===== src/rtl/usb_wb_pkg.sv =====
// Shared types and defaults for the USB core Wishbone arbiter.
package usb_wb_pkg;
  localparam int ADR_W_DEF = 30;
  localparam int DAT_W_DEF = 32;
  localparam int M_CPU     = 0;
  localparam int M_DBG     = 1;

  typedef enum logic [1:0] {
    IDLE  = 2'd0,
    BUSY  = 2'd1,
    ABORT = 2'd2
  } arb_state_t;
endpackage


===== src/rtl/wb_timeout_counter.sv =====
// Bus watchdog: counts stalled strobe cycles, flags the terminal count.
module wb_timeout_counter #(
  parameter int TIMEOUT = 255
) (
  input  logic clk48,
  input  logic reset,
  input  logic clear,
  input  logic count_en,
  output logic expired
);
  generate
    if (TIMEOUT == 0) begin : g_off
      assign expired = 1'b0;
    end else begin : g_cnt
      localparam int CW = $clog2(TIMEOUT + 1);
      logic [CW-1:0] cnt;

      always_ff @(posedge clk48) begin
        if (reset || clear) cnt <= '0;
        else if (count_en)  cnt <= cnt + 1'b1;
      end

      // Terminal cycle is the TIMEOUT-th stalled cycle (count starts at 0).
      assign expired = (cnt == CW'(TIMEOUT - 1));
    end
  endgenerate
endmodule


===== src/rtl/usb_wb_arbiter.sv =====
// Two-master round-robin Wishbone arbiter in front of the USB core slave port.
module usb_wb_arbiter
  import usb_wb_pkg::*;
#(
  parameter int ADR_W   = ADR_W_DEF,
  parameter int DAT_W   = DAT_W_DEF,
  parameter int TIMEOUT = 255
) (
  input  logic                   clk48,
  input  logic                   reset,
  input  logic [2*ADR_W-1:0]     m_adr,
  input  logic [2*DAT_W-1:0]     m_dat_w,
  input  logic [2*(DAT_W/8)-1:0] m_sel,
  input  logic [1:0]             m_we,
  input  logic [1:0]             m_cyc,
  input  logic [1:0]             m_stb,
  output logic [DAT_W-1:0]       m_dat_r,
  output logic [1:0]             m_ack,
  output logic [1:0]             m_err,
  output logic [ADR_W-1:0]       s_adr,
  output logic [DAT_W-1:0]       s_dat_w,
  output logic [DAT_W/8-1:0]     s_sel,
  output logic                   s_we,
  output logic                   s_cyc,
  output logic                   s_stb,
  output logic [2:0]             s_cti,
  output logic [1:0]             s_bte,
  input  logic [DAT_W-1:0]       s_dat_r,
  input  logic                   s_ack,
  input  logic                   s_err,
  output logic [1:0]             grant
);
  localparam int SEL_W = DAT_W / 8;

  arb_state_t state, state_nxt;
  logic [1:0] grant_nxt;
  logic       last_owner, last_nxt;
  logic       owner, own_cyc, own_stb, busy;
  logic       count_en, expired, timeout_err;

  assign owner   = grant[M_DBG];
  assign own_cyc = m_cyc[owner];
  assign own_stb = m_stb[owner];
  assign busy    = (state == BUSY);

  always_ff @(posedge clk48) begin
    if (reset) begin
      state      <= IDLE;
      grant      <= 2'b00;
      last_owner <= 1'b1;
    end else begin
      state      <= state_nxt;
      grant      <= grant_nxt;
      last_owner <= last_nxt;
    end
  end

  always_comb begin
    state_nxt = state;
    grant_nxt = grant;
    last_nxt  = last_owner;
    case (state)
      IDLE: if (|m_cyc) begin
        state_nxt = BUSY;
        if (m_cyc == 2'b11) grant_nxt = last_owner ? 2'b01 : 2'b10;
        else                grant_nxt = m_cyc;
      end
      BUSY, ABORT: if (!own_cyc) begin
        state_nxt = IDLE;
        grant_nxt = 2'b00;
        last_nxt  = owner;
      end else if (busy && timeout_err) begin
        state_nxt = ABORT;
      end
      default: begin
        state_nxt = IDLE;
        grant_nxt = 2'b00;
      end
    endcase
  end

  // Owner's request is passed through only while BUSY; ABORT and IDLE park the bus.
  always_comb begin
    s_adr   = '0;
    s_dat_w = '0;
    s_sel   = '0;
    s_we    = 1'b0;
    if (busy) begin
      s_adr   = owner ? m_adr[2*ADR_W-1 -: ADR_W]   : m_adr[ADR_W-1:0];
      s_dat_w = owner ? m_dat_w[2*DAT_W-1 -: DAT_W] : m_dat_w[DAT_W-1:0];
      s_sel   = owner ? m_sel[2*SEL_W-1 -: SEL_W]   : m_sel[SEL_W-1:0];
      s_we    = m_we[owner];
    end
  end

  assign s_cyc   = busy && own_cyc;
  assign s_stb   = s_cyc && own_stb;
  assign s_cti   = 3'b000;
  assign s_bte   = 2'b00;
  assign m_dat_r = s_dat_r;

  assign count_en    = s_stb && !s_ack && !s_err;
  assign timeout_err = count_en && expired;

  wb_timeout_counter #(.TIMEOUT(TIMEOUT)) u_wdog (
    .clk48    (clk48),
    .reset    (reset),
    .clear    (!count_en),
    .count_en (count_en),
    .expired  (expired)
  );

  always_comb begin
    m_ack = 2'b00;
    m_err = 2'b00;
    m_ack[owner] = busy && s_ack;
    m_err[owner] = busy && (s_err || timeout_err);
  end
endmodule


===== config.mk =====
export PLATFORM = sky130hd
export DESIGN_NAME = usb_wb_arbiter
export DESIGN_NICKNAME = d
export VERILOG_FILES = /design/src/rtl/usb_wb_pkg.sv /design/src/rtl/wb_timeout_counter.sv /design/src/rtl/usb_wb_arbiter.sv
export SDC_FILE = /design/constraint.sdc
export NUM_CORES = 1
export LEC_CHECK = 0
export ABC_CLOCK_PERIOD_IN_PS = 2600
export CAP_MARGIN = 40
export CELL_PAD_IN_SITES_DETAIL_PLACEMENT = 2
export CELL_PAD_IN_SITES_GLOBAL_PLACEMENT = 2
export CORE_ASPECT_RATIO = 1.5
export CORE_UTILIZATION = 12
export CTS_BUF_LIST = sky130_fd_sc_hd__clkbuf_8
export DETAILED_ROUTE_END_ITERATION = 8
export GPL_TIMING_DRIVEN = 0
export PLACE_DENSITY = 0.95
export SYNTH_ARGS = -nofsm -noshare
export SYNTH_HDL_FRONTEND = slang
export SYNTH_SLANG_ARGS = --single-unit

===== constraint.sdc =====
create_clock -name clk48 -period 2.6 [get_ports clk48]
set_input_delay 0.52 -clock clk48 [delete_from_list [all_inputs] [get_ports clk48]]
set_output_delay 0.52 -clock clk48 [all_outputs]
set_load 0.01 [all_outputs]

## Word level (Yosys, flattened, before mapping)

Cells that the tools add are included.

| cells by class | value |
|---|---|
| add/subtract/negate cells | 1 |
| $lt $le $gt $ge | 2 |
| equal/unequal tests | 7 |
| muxes and demuxes | 24 |
| bitwise operators | 3 |
| reductions and logical operators | 20 |

Operator list:

| operator | number |
|---|---|
| $mux 32 | 2 |
| $mux 30 | 2 |
| $mux 2 | 7 |
| $logic_and 1x1->1 | 9 |
| $add 8x1->8 const B | 1 |
| $eq 8x8->1 const B | 1 |
| $mux 1 | 8 |
| $mux 4 | 2 |
| $pmux 2 s2 | 2 |
| $reduce_and 2->1 | 3 |
| $and 2x2->2 | 2 |
| $eq 2x2->1 const B | 2 |
| $ne 2x2->1 const B | 2 |
| $reduce_or 2->1 | 2 |
| $logic_not 1->1 | 3 |
| $ne 3x3->1 const B | 1 |
| $eq 2x1->1 const B | 1 |
| $logic_not 2->1 | 1 |
| $logic_or 1x1->1 | 2 |
| $lt 1x2->1 const B | 1 |
| $demux 1 s1 | 1 |
| $ge 1x1->1 const B | 1 |
| $not 1->1 | 1 |

| word-level totals | value |
|---|---|
| bits in registers | 13 |
| input bits | 174 |

## Depth between registers and ports, before layout

| depth | value |
|---|---|
| depth in word-level cells | 11 |
| mapped depth | 8 |
| depth with buffers taken out | 6 |

## Modules after synthesis

From an unflattened synthesis, not the netlist that was laid out.

| second synthesis, totals | value |
|---|---|
| cell total of the unflattened synthesis | 276 |
| area total of the unflattened synthesis | 2207.1 um^2 |

By module, submodules not included:

| module | instances | cells an instance | area each (um^2) |
|---|---|---|---|
| usb_wb_arbiter | 1 | 234 | 1838.0 |
| wb_timeout_counter | 1 | 42 | 369.1 |

## Worst setup path after synthesis

OpenSTA, ideal clock, no wires.

| path | value |
|---|---|
| path type | input-to-output |
| start | input m_cyc[1] |
| end | output m_err[0] |
| data arrival time | 1437 ps |
| required time | 2080 ps |
| path slack | 643 ps |
| stages | 5 |
| path buffers | 1 |
| cells stage by stage | buf_2 nand4_1 a211oi_4 nand2_1 a21oi_1 |

| on the way | value |
|---|---|
| cells in the longest elaborated chain, start to end | 10 |

RTL lines:

| what | line | RTL |
|---|---|---|
| start, declared | usb_wb_arbiter.sv:15 | `input logic [1:0] m_cyc,` |
| $mux 1 (implied by the code) (2 in a row) | usb_wb_arbiter.sv:42 | `assign own_cyc = m_cyc[owner];` |
| $logic_and 1x1->1 | usb_wb_arbiter.sv:96 | `assign s_cyc = busy && own_cyc;` |
| $logic_and 1x1->1 | usb_wb_arbiter.sv:97 | `assign s_stb = s_cyc && own_stb;` |
| $logic_and 1x1->1 (2 in a row) | usb_wb_arbiter.sv:102 | `assign count_en = s_stb && !s_ack && !s_err;` |
| $logic_and 1x1->1 | usb_wb_arbiter.sv:103 | `assign timeout_err = count_en && expired;` |
| $logic_or 1x1->1 | usb_wb_arbiter.sv:117 | `m_err[owner] = busy && (s_err \|\| timeout_err);` |
| $logic_and 1x1->1 | usb_wb_arbiter.sv:117 |  |
| $and 2x2->2 (no line) | - |  |
| end, declared | usb_wb_arbiter.sv:19 | `output logic [1:0] m_err,` |

Every way passes these cells. The select of a mux whose other input is x is not followed.

## Worst setup path in the final report

| path | value |
|---|---|
| start | register state[1] |
| end | output s_dat_w[0] |

| on the way | value |
|---|---|
| cells in the longest elaborated chain, start to end | 2 |

RTL lines:

| what | line | RTL |
|---|---|---|
| start, declared | usb_wb_arbiter.sv:35 | `arb_state_t state, state_nxt;` |
| start signal, assigned | usb_wb_arbiter.sv:52 | `state <= state_nxt;` |
| $eq 2x1->1 | usb_wb_arbiter.sv:44 | `assign busy = (state == BUSY);` |
| $mux 32 | usb_wb_arbiter.sv:88 | `if (busy) begin` |
| end, declared | usb_wb_arbiter.sv:21 | `output logic [DAT_W-1:0] s_dat_w,` |

Every way passes these cells.

==> metrics <==
Inserted Diodes 0; CTS buffer count 3; die height 167.4 um; core area 0.01787 mm2; vias in the first global route 3078; Worst Setup Start Kind flop; Int Pwr 1.026 mW; die area 0.01880 mm2; DRT antenna net count 0; outcome complete, but fails checks; Final Core Density 28.53%; clock root buffer clkbuf_8; Slowest Stage Delay on Critical Path 620 ps; sequential area share after synthesis 11.89%; Post-Synthesis Cells 274; Routed WL per cell 18.02 um; I/O Buffers 247; Slowest cell on crit path clkdlybuf4s50_1; number of I/O pins 286; async set or reset register ratio after synthesis 0%; Max clock buf depth 2; share of the synthesized area in the top cell type 31.54%; all-layer global routing usage 13.58%; Cell Area, Synth 0.002190 mm2; Final period util 95.75%; total of max-cap violations 0; drt drc 30; clock share of power 11.2%; crit-path max FO 10; largest area contributor in the netlist mux2i_1; Vias/cell 3.897; Pwr Density 315.6 mW/mm2; setup_tns 0 ps; final setup margin 110.4 ps; peak supply drop 0.1329 mV; Pins Over Slew Limit 0; Post-synth top cells 69 x mux2i_1, 69 x nor2b_1, 39 x buf_4, 13 x dfxtp_1, 9 x buf_2; Net Switching 0.5826 mW; FP Rows 60; drt pass-1 iters 6; worst-skew pair later-pin latency 240 ps; Tot Pwr 1.609 mW; Avg Cell Area, Syn 7.991 um2; layout cell share with drive strength beyond 1 14.31%; Initial Util 12.25%; violated checks design-rule violations; Buf/Inv on CP 4; sw frac 36.21%; Final HPWL DP 11.96 mm; HP Class flop to flop; largest net degree at the start of global routing 11; Synth Flop Type dfxtp_1; fin nets 710; crit-path cells inv_1 -> ha_1 -> buf_6 -> clkbuf_4 -> nor2b_1 -> clkdlybuf4s50_1; Final Hold Viols 0; hold slack final 494.0 ps; Reg clk slew, reported paths 60 ps; antenna violations before repair 0; Setup WS pre-CTS -432.3 ps; drt total wl 13.48 mm; number of enable flip-flop cells after synthesis 0; Synth area leaders mux2i_1 32%, nor2b_1 20%, buf_4 13%; CP top delay family buffers and inverters; fmax 401.7 MHz; Distinct cells, synth 30; synth-to-layout area growth 132.8%; grt total ovfl 0; die width 112.3 um; Setup-failing EPs final 0; skew final 5.566 ps; Worst EP required 2080 ps; Ys Warns 0; Detailed Route Iter0 Violations 65; combinational cell fraction of total power 75.3%; final estimated routing congestion in global placement 0.7606; Reg power frac 13.5%; Lkg Pwr 2.102 nW; vias after detailed routing 2915; minimum clock period 2490 ps; #FFs+latches synth 13; H-Tree Level Count 1; Arr. time, crit path 1970 ps; Worst Setup Path Type flop to output pin; RSZ-0062 raised after global routing false; # clock sinks 13; first-pass GRT wire length 18.86 mm; CTS tree yes; Crit. End Element output pin
-- kinds of logic after synthesis --
family | share of synthesized area, %
fa+ha+maj | 2.286
buf+inv | 17.66
flops | 11.89
simple gates | 28.80
compound gates | 5.258
xor+xnor | 2.400
other cells | 0.1713
mux | 31.54
-- power groups by stage --
stage	registers (mW)	logic (mW)	clock network (mW)
2_1_floorplan	0.221	0.500	0
3_5_place_dp	0.222	1.22	0
3_3_place_gp	0.221	1.20	0
4_1_cts	0.217	1.24	0.188
6_report	0.217	1.21	0.181
5_1_grt	0.219	1.30	0.196
-- layout by cell type, fill, tap and decap left out, types with 2 or more instances in the layout --
cell	count
nand2_1	7
mux2i_1	63
clkbuf_8	3
nand2b_1	4
clkdlybuf4s50_1	227
nor2b_1	69
dlymetal6s2s_1	13
xnor2_1	2
buf_6	2
ha_1	4
buf_4	43
o21ai_0	2
nand4_1	2
buf_2	2
dlygate4sd2_1	5
conb_1	5
inv_1	7
o22ai_1	2
nor2_2	6
and3_1	3
xor2_1	4
clkbuf_2	6
a21oi_1	5
nand3_1	4
nor2_1	7
dfxtp_1	13
mux2i_2	5
clkbuf_4	6
-- layout make-up --
class,instances,area (um2)
Buffer,55,405.4
Inverter,6,22.52
Clock inverter,1,3.754
Fill cell,2054,12770
Clock buffer,3,41.29
Timing Repair Buffer,249,2504
Tap cell,217,271.5
Multi-Input combinational cell,204,1589
Sequential cell,13,260.3
-- worst reg2reg max path: stages (launching register included) --
cell      delay [ps]
dfxtp_1          300
inv_1            100
ha_1             170
buf_6            170
nand4_1          190
a211oi_4         290
buf_4            160
nand2b_1          60
buf_2            200
nor2_2           130
-- path summary, 6_finish.rpt --
path                                     from                               end  slack, ps  cells after the start
max                     state[1]$_SDFFE_PP0P_                        s_dat_w[0]        110                      6
min          u_wdog.g_cnt.cnt[0]$_SDFFE_PP0P_  u_wdog.g_cnt.cnt[0]$_SDFFE_PP0P_        490                      1
max reg2reg             state[1]$_SDFFE_PP0P_  u_wdog.g_cnt.cnt[6]$_SDFFE_PP0P_        780                      9
min reg2reg  u_wdog.g_cnt.cnt[0]$_SDFFE_PP0P_  u_wdog.g_cnt.cnt[0]$_SDFFE_PP0P_        490                      1
-- registers in the layout, indices dropped and copies added (netlist names) --
register	cells
last_owner	1
u_wdog.g_cnt.cnt	8
grant	2
state	2
-- stage by stage --
stage	instance area, um2	cells
floorplan	2205	278
global placement	4949	742
detailed placement	4949	742
CTS	5057	748
global route	5097	748
finish	5097	748
-- repair_timing --
| action | CTS | global route |
|---|---|---|
| setup buffers | 2 | 0 |
| resized for setup | 27 | 25 |
| hold buffers | 0 | 0 |
| endpoints found under the setup margin | 59 | 37 |
| pin swaps | 2 | 1 |
| endpoints found under the hold margin | 0 | 0 |
-- metal layers --
layer	vias up	GRT usage, %	wire (um)
met5	-	0	0
met4	0	1.391	70
met3	6	6.696	2223
met2	187	25.33	6598
met1	1334	13.95	4589
li1	1388	-	-
Power figures use the tool's default switching activity.
